**config.mk**
```make
export PLATFORM = sky130hd
export DESIGN_NAME = apb2axi_txn_sched
export DESIGN_NICKNAME = d
export VERILOG_FILES = /design/src/rtl/apb2axi_pkg.sv /design/src/rtl/apb2axi_rr_arb.sv /design/src/rtl/apb2axi_txn_sched.sv
export SDC_FILE = /design/constraint.sdc
export NUM_CORES = 1
export LEC_CHECK = 0
export CAP_MARGIN = 10
export CORE_AREA = 2 2 166 168
export DETAILED_ROUTE_END_ITERATION = 10
export DIE_AREA = 0 0 168 170
export GPL_TIMING_DRIVEN = 1
export PLACE_DENSITY = 0.53
export SLEW_MARGIN = 25
export SYNTH_ARGS = -nofsm -noshare
export SYNTH_HDL_FRONTEND = slang
export SYNTH_SLANG_ARGS = --single-unit
```
**constraint.sdc**
```tcl
create_clock -name pclk -period 5.96 [get_ports pclk]
set_input_delay 1.788 -clock pclk [delete_from_list [all_inputs] [get_ports pclk]]
set_output_delay 1.788 -clock pclk [all_outputs]
set_load 0.005 [all_outputs]
```
**src/rtl/apb2axi_pkg.sv**
```systemverilog
// apb2axi_pkg: shared tag width and scheduler state encoding
package apb2axi_pkg;
  localparam int TAG_W = 4;
  typedef enum logic [0:0] {S_IDLE = 1'b0, S_OFFER = 1'b1} sched_state_e;
endpackage

```
**src/rtl/apb2axi_rr_arb.sv**
```systemverilog
// apb2axi_rr_arb: combinational round-robin pick, first request at or after ptr_i
module apb2axi_rr_arb
  import apb2axi_pkg::*;
#(
  parameter int N = 2**TAG_W
) (
  input  logic [N-1:0]     req_i,
  input  logic [TAG_W-1:0] ptr_i,
  output logic [N-1:0]     gnt_oh_o,
  output logic [TAG_W-1:0] gnt_idx_o,
  output logic             gnt_vld_o
);
  logic [TAG_W-1:0] idx;
  // Scan from farthest to nearest so the last hit is the closest one to ptr_i.
  always_comb begin
    idx = '0;
    gnt_idx_o = '0;
    for (int i = N - 1; i >= 0; i--) begin
      idx = ptr_i + TAG_W'(i);
      gnt_idx_o = req_i[idx] ? idx : gnt_idx_o;
    end
    gnt_vld_o = |req_i;
    gnt_oh_o = gnt_vld_o ? N'(1) << gnt_idx_o : '0;
  end
endmodule

```
**src/rtl/apb2axi_txn_sched.sv**
```systemverilog
// apb2axi_txn_sched: picks pending directory tags and offers them to the AR/AW builders,
// tracking in-flight tags and per-channel outstanding counts (channel 0 = read, 1 = write).
module apb2axi_txn_sched
  import apb2axi_pkg::*;
#(
  parameter int NUM_TAGS = 2**TAG_W,
  parameter int MAX_OUTSTANDING = 8,
  localparam int CNT_W = $clog2(MAX_OUTSTANDING + 1)
) (
  input  logic                pclk,
  input  logic                preset,
  input  logic                sched_en,
  input  logic [NUM_TAGS-1:0] dir_pend_vld,
  input  logic [NUM_TAGS-1:0] dir_pend_is_write,
  output logic                ar_issue_vld,
  output logic [TAG_W-1:0]    ar_issue_tag,
  input  logic                ar_issue_rdy,
  output logic                aw_issue_vld,
  output logic [TAG_W-1:0]    aw_issue_tag,
  input  logic                aw_issue_rdy,
  input  logic                rd_done_vld,
  input  logic [TAG_W-1:0]    rd_done_tag,
  input  logic                wr_done_vld,
  input  logic [TAG_W-1:0]    wr_done_tag,
  output logic [CNT_W-1:0]    rd_outstanding,
  output logic [CNT_W-1:0]    wr_outstanding,
  output logic                sched_err
);
  sched_state_e        st_q [2], st_d [2];
  logic [TAG_W-1:0]    tag_q [2], tag_d [2], ptr_q [2], ptr_d [2], gnt_idx [2], done_tag [2];
  logic [NUM_TAGS-1:0] oh_q [2], oh_d [2], mask_q [2], mask_d [2], cand [2], gnt_oh [2];
  logic [CNT_W-1:0]    cnt_q [2], cnt_d [2];
  logic                gnt_vld [2], rdy [2], done_vld [2], hs [2], ok [2], go [2];
  logic                err_q, err_d;
  assign rdy[0] = ar_issue_rdy;
  assign rdy[1] = aw_issue_rdy;
  assign done_vld[0] = rd_done_vld;
  assign done_vld[1] = wr_done_vld;
  assign done_tag[0] = rd_done_tag;
  assign done_tag[1] = wr_done_tag;
  always_comb begin
    for (int c = 0; c < 2; c++)
      cand[c] = dir_pend_vld & (c == 1 ? dir_pend_is_write : ~dir_pend_is_write) & ~(mask_q[0] | mask_q[1]);
  end
  for (genvar g = 0; g < 2; g++) begin : g_arb
    apb2axi_rr_arb #(.N(NUM_TAGS)) u_arb (
      .req_i    (cand[g]),
      .ptr_i    (ptr_q[g]),
      .gnt_oh_o (gnt_oh[g]),
      .gnt_idx_o(gnt_idx[g]),
      .gnt_vld_o(gnt_vld[g])
    );
  end
  // Masks are per channel so a done on the wrong channel is flagged, not silently cleared.
  always_comb begin
    err_d = err_q;
    for (int c = 0; c < 2; c++) begin
      hs[c] = st_q[c] == S_OFFER && rdy[c];
      ok[c] = done_vld[c] && mask_q[c][done_tag[c]];
      go[c] = st_q[c] == S_IDLE && sched_en && gnt_vld[c] && cnt_q[c] < CNT_W'(MAX_OUTSTANDING);
      st_d[c] = go[c] ? S_OFFER : hs[c] ? S_IDLE : st_q[c];
      tag_d[c] = go[c] ? gnt_idx[c] : tag_q[c];
      oh_d[c] = go[c] ? gnt_oh[c] : oh_q[c];
      ptr_d[c] = hs[c] ? tag_q[c] + 1'b1 : ptr_q[c];
      mask_d[c] = (mask_q[c] | (hs[c] ? oh_q[c] : '0)) & ~(ok[c] ? NUM_TAGS'(1) << done_tag[c] : '0);
      cnt_d[c] = cnt_q[c] + CNT_W'(hs[c]) - CNT_W'(ok[c]);
      err_d = err_d | (done_vld[c] && !ok[c]);
    end
  end
  always_ff @(posedge pclk or posedge preset) begin
    if (preset) begin
      for (int c = 0; c < 2; c++) begin
        st_q[c] <= S_IDLE;
        tag_q[c] <= '0;
        oh_q[c] <= '0;
        ptr_q[c] <= '0;
        mask_q[c] <= '0;
        cnt_q[c] <= '0;
      end
      err_q <= 1'b0;
    end else begin
      for (int c = 0; c < 2; c++) begin
        st_q[c] <= st_d[c];
        tag_q[c] <= tag_d[c];
        oh_q[c] <= oh_d[c];
        ptr_q[c] <= ptr_d[c];
        mask_q[c] <= mask_d[c];
        cnt_q[c] <= cnt_d[c];
      end
      err_q <= err_d;
    end
  end
  assign ar_issue_vld = st_q[0] == S_OFFER;
  assign aw_issue_vld = st_q[1] == S_OFFER;
  assign ar_issue_tag = tag_q[0];
  assign aw_issue_tag = tag_q[1];
  assign rd_outstanding = cnt_q[0];
  assign wr_outstanding = cnt_q[1];
  assign sched_err = err_q;
endmodule

```
# == After elaboration in Yosys (flattened, before gate mapping) ==
# Index checks and enable logic that the tools add are counted.
# W data, S select, Z words.
# classes
mux,110
n_reduce_logical,18
bitwise,17
magnitude_cmp,36
shifts,4
add_sub_neg,36
# op_table
operator,n
$lt A4 B5 Y1 const B,34
$bmux W1 S4,34
$mux W4,32
$and A16 B16 Y16,6
$mux W16,6
$add A4 B4 Y4 const B,16
$not A16 Y16,4
$shl A1 B4 Y16 const A,4
$or A16 B16 Y16,3
$mux W1,38
$add A4 B3 Y4 const B,8
$reduce_or A16 Y1,2
$add A4 B1 Y4 const B,4
$add A4 B2 Y4 const B,4
$logic_and A1 B1 Y1,12
$add A4 B1 Y4,2
$lt A4 B4 Y1 const B,2
$sub A4 B1 Y4,2
$reduce_bool A2 Y1,2
$logic_not A1 Y1,2
$not A1 Y1,2
$or A1 B1 Y1,2
# totals
elab_cells,234
regBits,91

# == Logic depth before layout (Yosys ltp) ==
# logic_depth
word_depth,23
ltp_mapped,15

# == Hierarchy ==
# From an unflattened synthesis, not the netlist that was laid out.
# hier_totals
hier_cells,901
area_unflattened_um2,9217.6
# by_module_without_submodules
module,area_per_inst_um2,instances,cells_per_inst
apb2axi_rr_arb,2408.6,2,263
apb2axi_txn_sched,4400.5,1,375

# == Least setup slack after synthesis ==
# OpenSTA, ideal clock, no wires.
# synth_path
kind,input to register
from,in dir_pend_is_write[10]
to,reg oh_q[26] (netlist bit)
t_required_ns,5.819
arrival_ns,4.601
setup_time_ns,0.141
path_buffers,0
stages,9
setup_slack_ns,1.217
cell_sequence,or4b_1 -> mux4_2 -> mux4_2 -> o2111ai_1 -> a211oi_1 -> or4_1 -> a21oi_4 -> nand2b_2 -> o31ai_2
# synth_between
elab_chain_cells,23
# synth_rtl
item,line,text
"start, declared",apb2axi_txn_sched.sv:14,"input logic [NUM_TAGS-1:0] dir_pend_is_write,"
$not A16 Y16 (*),--,
$and A16 B16 Y16 (*) (2 in series),apb2axi_txn_sched.sv:43,cand[c] = dir_pend_vld & (c == 1 ? dir_pend_is_write : ~dir_pend_is_write) & ~(mask_q[0] | mask_q[1]);
$bmux W1 S4,apb2axi_rr_arb.sv:20,gnt_idx_o = req_i[idx] ? idx : gnt_idx_o;
$mux W1 (implied by the code),apb2axi_rr_arb.sv:20,
$mux W4 (16 in series),apb2axi_rr_arb.sv:20,
$shl A1 B4 Y16,apb2axi_rr_arb.sv:23,gnt_oh_o = gnt_vld_o ? N'(1) << gnt_idx_o : '0;
$mux W16,apb2axi_rr_arb.sv:23,
"end signal, assigned by index",apb2axi_txn_sched.sv:85,oh_q[c] <= oh_d[c];
"end, declared",apb2axi_txn_sched.sv:31,"logic [NUM_TAGS-1:0] oh_q [2], oh_d [2], mask_q [2], mask_d [2], cand [2], gnt_oh [2];"
# Mark *: on every way between the ends. The rest lies on a longest branch, timed or not. The select of a mux whose other input is x is not followed.
# A chain may end at the register's enable or synchronous reset.

# == Worst setup path after layout ==
# layout_path
from,in dir_pend_is_write[15]
to,reg oh_q[0] (netlist bit)
# layout_between
elab_chain_cells,22
# layout_rtl
item,line
$and A16 B16 Y16 (*) (2 in series),apb2axi_txn_sched.sv:43
$bmux W1 S4,apb2axi_rr_arb.sv:20
$mux W1 (implied by the code),apb2axi_rr_arb.sv:20
$mux W4 (16 in series),apb2axi_rr_arb.sv:20
$shl A1 B4 Y16,apb2axi_rr_arb.sv:23
$mux W16,apb2axi_rr_arb.sv:23
# Marked as above.

==> out/results.tsv <==
metric	value	unit
final hold violation count	0	
row cnt	60	
asr flop ratio synth	100.0	%
clock root cell	clkbuf_16	
HP Class	reg -> reg	
post-CTS setup buffers	0	
Post-Synthesis Cells	975	
Detailed Route Iter0 Violations	962	
CTS Hold Bufs	0	
number of H-tree levels	3	
crit path launch type	input pin	
Worst-path clk slew	0.07	ns
RSZ-0062 raised after global routing	false	
synthesized cell area	0.009236	mm^2
flops & latches, synth	91	
die footprint	0.02856	mm^2
Max Clock Skew	0.009693	ns
TritonCTS Buffers	9	
FILL cells	2656	
dominant synthesized flop cell	dfrtp_1	
placer congestion estimate	0.9338	
final setup vio count	0	
sinks on the clock net	91	
number of diodes	0	
top cells by area, synth	dfrtp_1 25%, mux4_2 17%, a21oi_1 4.8%	
via count	8774	
status	finished clean	
post-route setup TNS	0	ns
Post-synth EDFFs	0	
Max-Cap Viols	0	
post-route cell area	0.01065	mm^2
Skew-Pair Late Insertion Delay	0.35	ns
quantity of gates resized following cts	0	
Nets	1109	
family with the most delay on the worst path	simple AND/OR/NAND/NOR gates	
cell mode on critical path	and2_1	
initial antenna violation count	0	
Horiz. Die Dim	168	um
crit path cell chain	clkdlybuf4s50_1 -> nor4bb_1 -> a22oi_1 -> and2_1 -> mux4_2 -> nor3b_1 -> o21ai_1 -> a311o_1 -> a21o_1 -> and2_1 -> a32o_1	
sequential cell area fraction in the yosys report	24.65	%
share of cells above drive strength 1	14.99	%
Yosys top cell by area	dfrtp_1	
CTS tree	yes	
crit path capture type	register	
boundary pin count	66	
Tmin final	5.422	ns
syn_nets	1048	
Residual DRC	0	
CP bufs+invs	1	
Slew Viols, Final	0	
Final ANT Viol Nets	0	
Total GRT Usage	22.34	%
delay of the slowest cell on the worst path	0.77	ns
Required @ worst endpoint	6.19	ns
YS warnings	0	
core area	0.02665	mm^2
CTS max path bufs	2	
first-pass GRT wire length	49560	um
WL/cell	22.91	um
post-DP HPWL	24470	um
Worst Tran Pin Value	0.9860	ns
most common cell in the netlist	dfrtp_1	
CP max-delay cell	nor4bb_1	
Pre-antenna DRT Iters	5	
critical path class	in -> reg	
Mapped Avg Cell Area	9.473	um^2
top cells by count, synth	91 x dfrtp_1, 89 x a21oi_1, 76 x nand2_1, 70 x mux4_2, 62 x nor2_1	
grt ovf	0	
critical path data arrival time	5.65	ns
final cycle utilization of the critical path	90.97	%
Port Buffer Count	65	
vias in the first global route	8380	
largest net degree at the start of global routing	65	
Netlist cell types	90	
Placed Area	0.01035	mm^2
Starting Density	34.66	%
Die H	170	um
Worst slew margin	33.79	%
vias per cell	6.349	
DRT Wirelength	31660	um
Critical Path Fanout Max	8	
fmax	184.4	MHz
top cell type's share of synthesized area	24.65	%
Layout area overhead	15.31	%
flip-flops by register name (all words and copies together) (netlist names):
| signal | count |
|---|---|
| ar_issue_tag | 4 |
| ptr_q | 8 |
| aw_issue_tag | 4 |
| aw_issue_vld | 1 |
| oh_q | 32 |
| rd_outstanding | 4 |
| wr_outstanding | 4 |
| mask_q | 32 |
| sched_err | 1 |
| ar_issue_vld | 1 |
kinds of logic (layout without fill, tap and decap cells):
kind of cell             after synthesis  after routing  share of synthesized area, %
XOR/XNOR                              33             33                         3.129
AO/OA/AOI/OAI                        306            306                         22.27
adder cells (fa/ha/maj)               26             26                         3.685
AND/OR/NAND/NOR                      323            323                         20.78
buffers and inverters                 86            152                         3.861
flip-flops                            91             91                         24.65
multiplexers                         110            110                         21.62
final timing paths:
path                                             from  depth (start not counted)  slack, ns         end
worst min-delay path                         oh_q[17]                          2       0.49    oh_q[17]
worst max register to register               ptr_q[1]                         12       1.01     oh_q[0]
min in group asynchronous                      preset                          2       1.95  mask_q[11]
max in group asynchronous                      preset                          3       3.12  mask_q[15]
worst min register to register               oh_q[17]                          2       0.49    oh_q[17]
worst max-delay path            dir_pend_is_write[15]                         11       0.54     oh_q[0]
tightest hold or removal path: cells and delay by family (launching register included):
| family | cells | cell delay (ns) |
|---|---|---|
| flip-flops | 1 | 0.34 |
| AO/OA/AOI/OAI | 1 | 0.06 |
| AND/OR/NAND/NOR | 1 | 0.05 |
per-stage QoR:
step	std cells	utilization (%)	setup WS (ns)	hold WS (ns)
floorplan	975	-	1.217	0.4488
global placement	1366	38.82	0.3283	0.4740
detailed placement	1366	38.82	0.3509	0.4765
CTS	1382	39.96	0.7093	0.4927
global route	1382	39.96	0.3748	0.5144
finish	1382	39.96	0.5381	0.4905
area by class of cell:
type	instances	area [um^2]	share of cell area, %
clock buffer	11	242.7	2.279
sequential	91	2277	21.38
inverter	39	148.9	1.398
clock inverter	5	61.31	0.5757
multi-input combinational	798	6603	61.99
timing repair buffer	97	890.9	8.365
tap	341	426.7	4.006
metal layers:
layer	routed length, um	vias to the layer above	global-route usage (%)
met5	0	-	0
met2	14120	328	34.23
met1	14730	4393	32.68
li1	-	4012	-
met4	665	0	6.503
met3	2138	41	3.279
cell usage in the layout (no fill, tap or decap), types with 10 or more instances in the layout:
cell type and instances:
a21oi_1 89, a31oi_1 16, a32o_1 12, and2_1 10
buf_4 32, clkdlybuf4s50_1 65, dfrtp_1 91, ha_1 24
inv_1 33, mux2_2 12, mux2i_1 27, mux4_2 70
nand2_1 76, nand2b_1 14, nand3_1 18, nand4bb_1 16
nor2_1 62, nor2b_1 11, nor3_1 18, nor4_1 12
nor4b_1 18, nor4bb_1 15, o211ai_1 11, o21ai_0 44
o21ai_1 14, o22ai_1 16, o31ai_1 12, or4b_1 18
xnor2_1 20, xor2_1 13
Power is not shown: default switching activity piles up to over one toggle a cycle in this logic, so the estimate is an artifact.
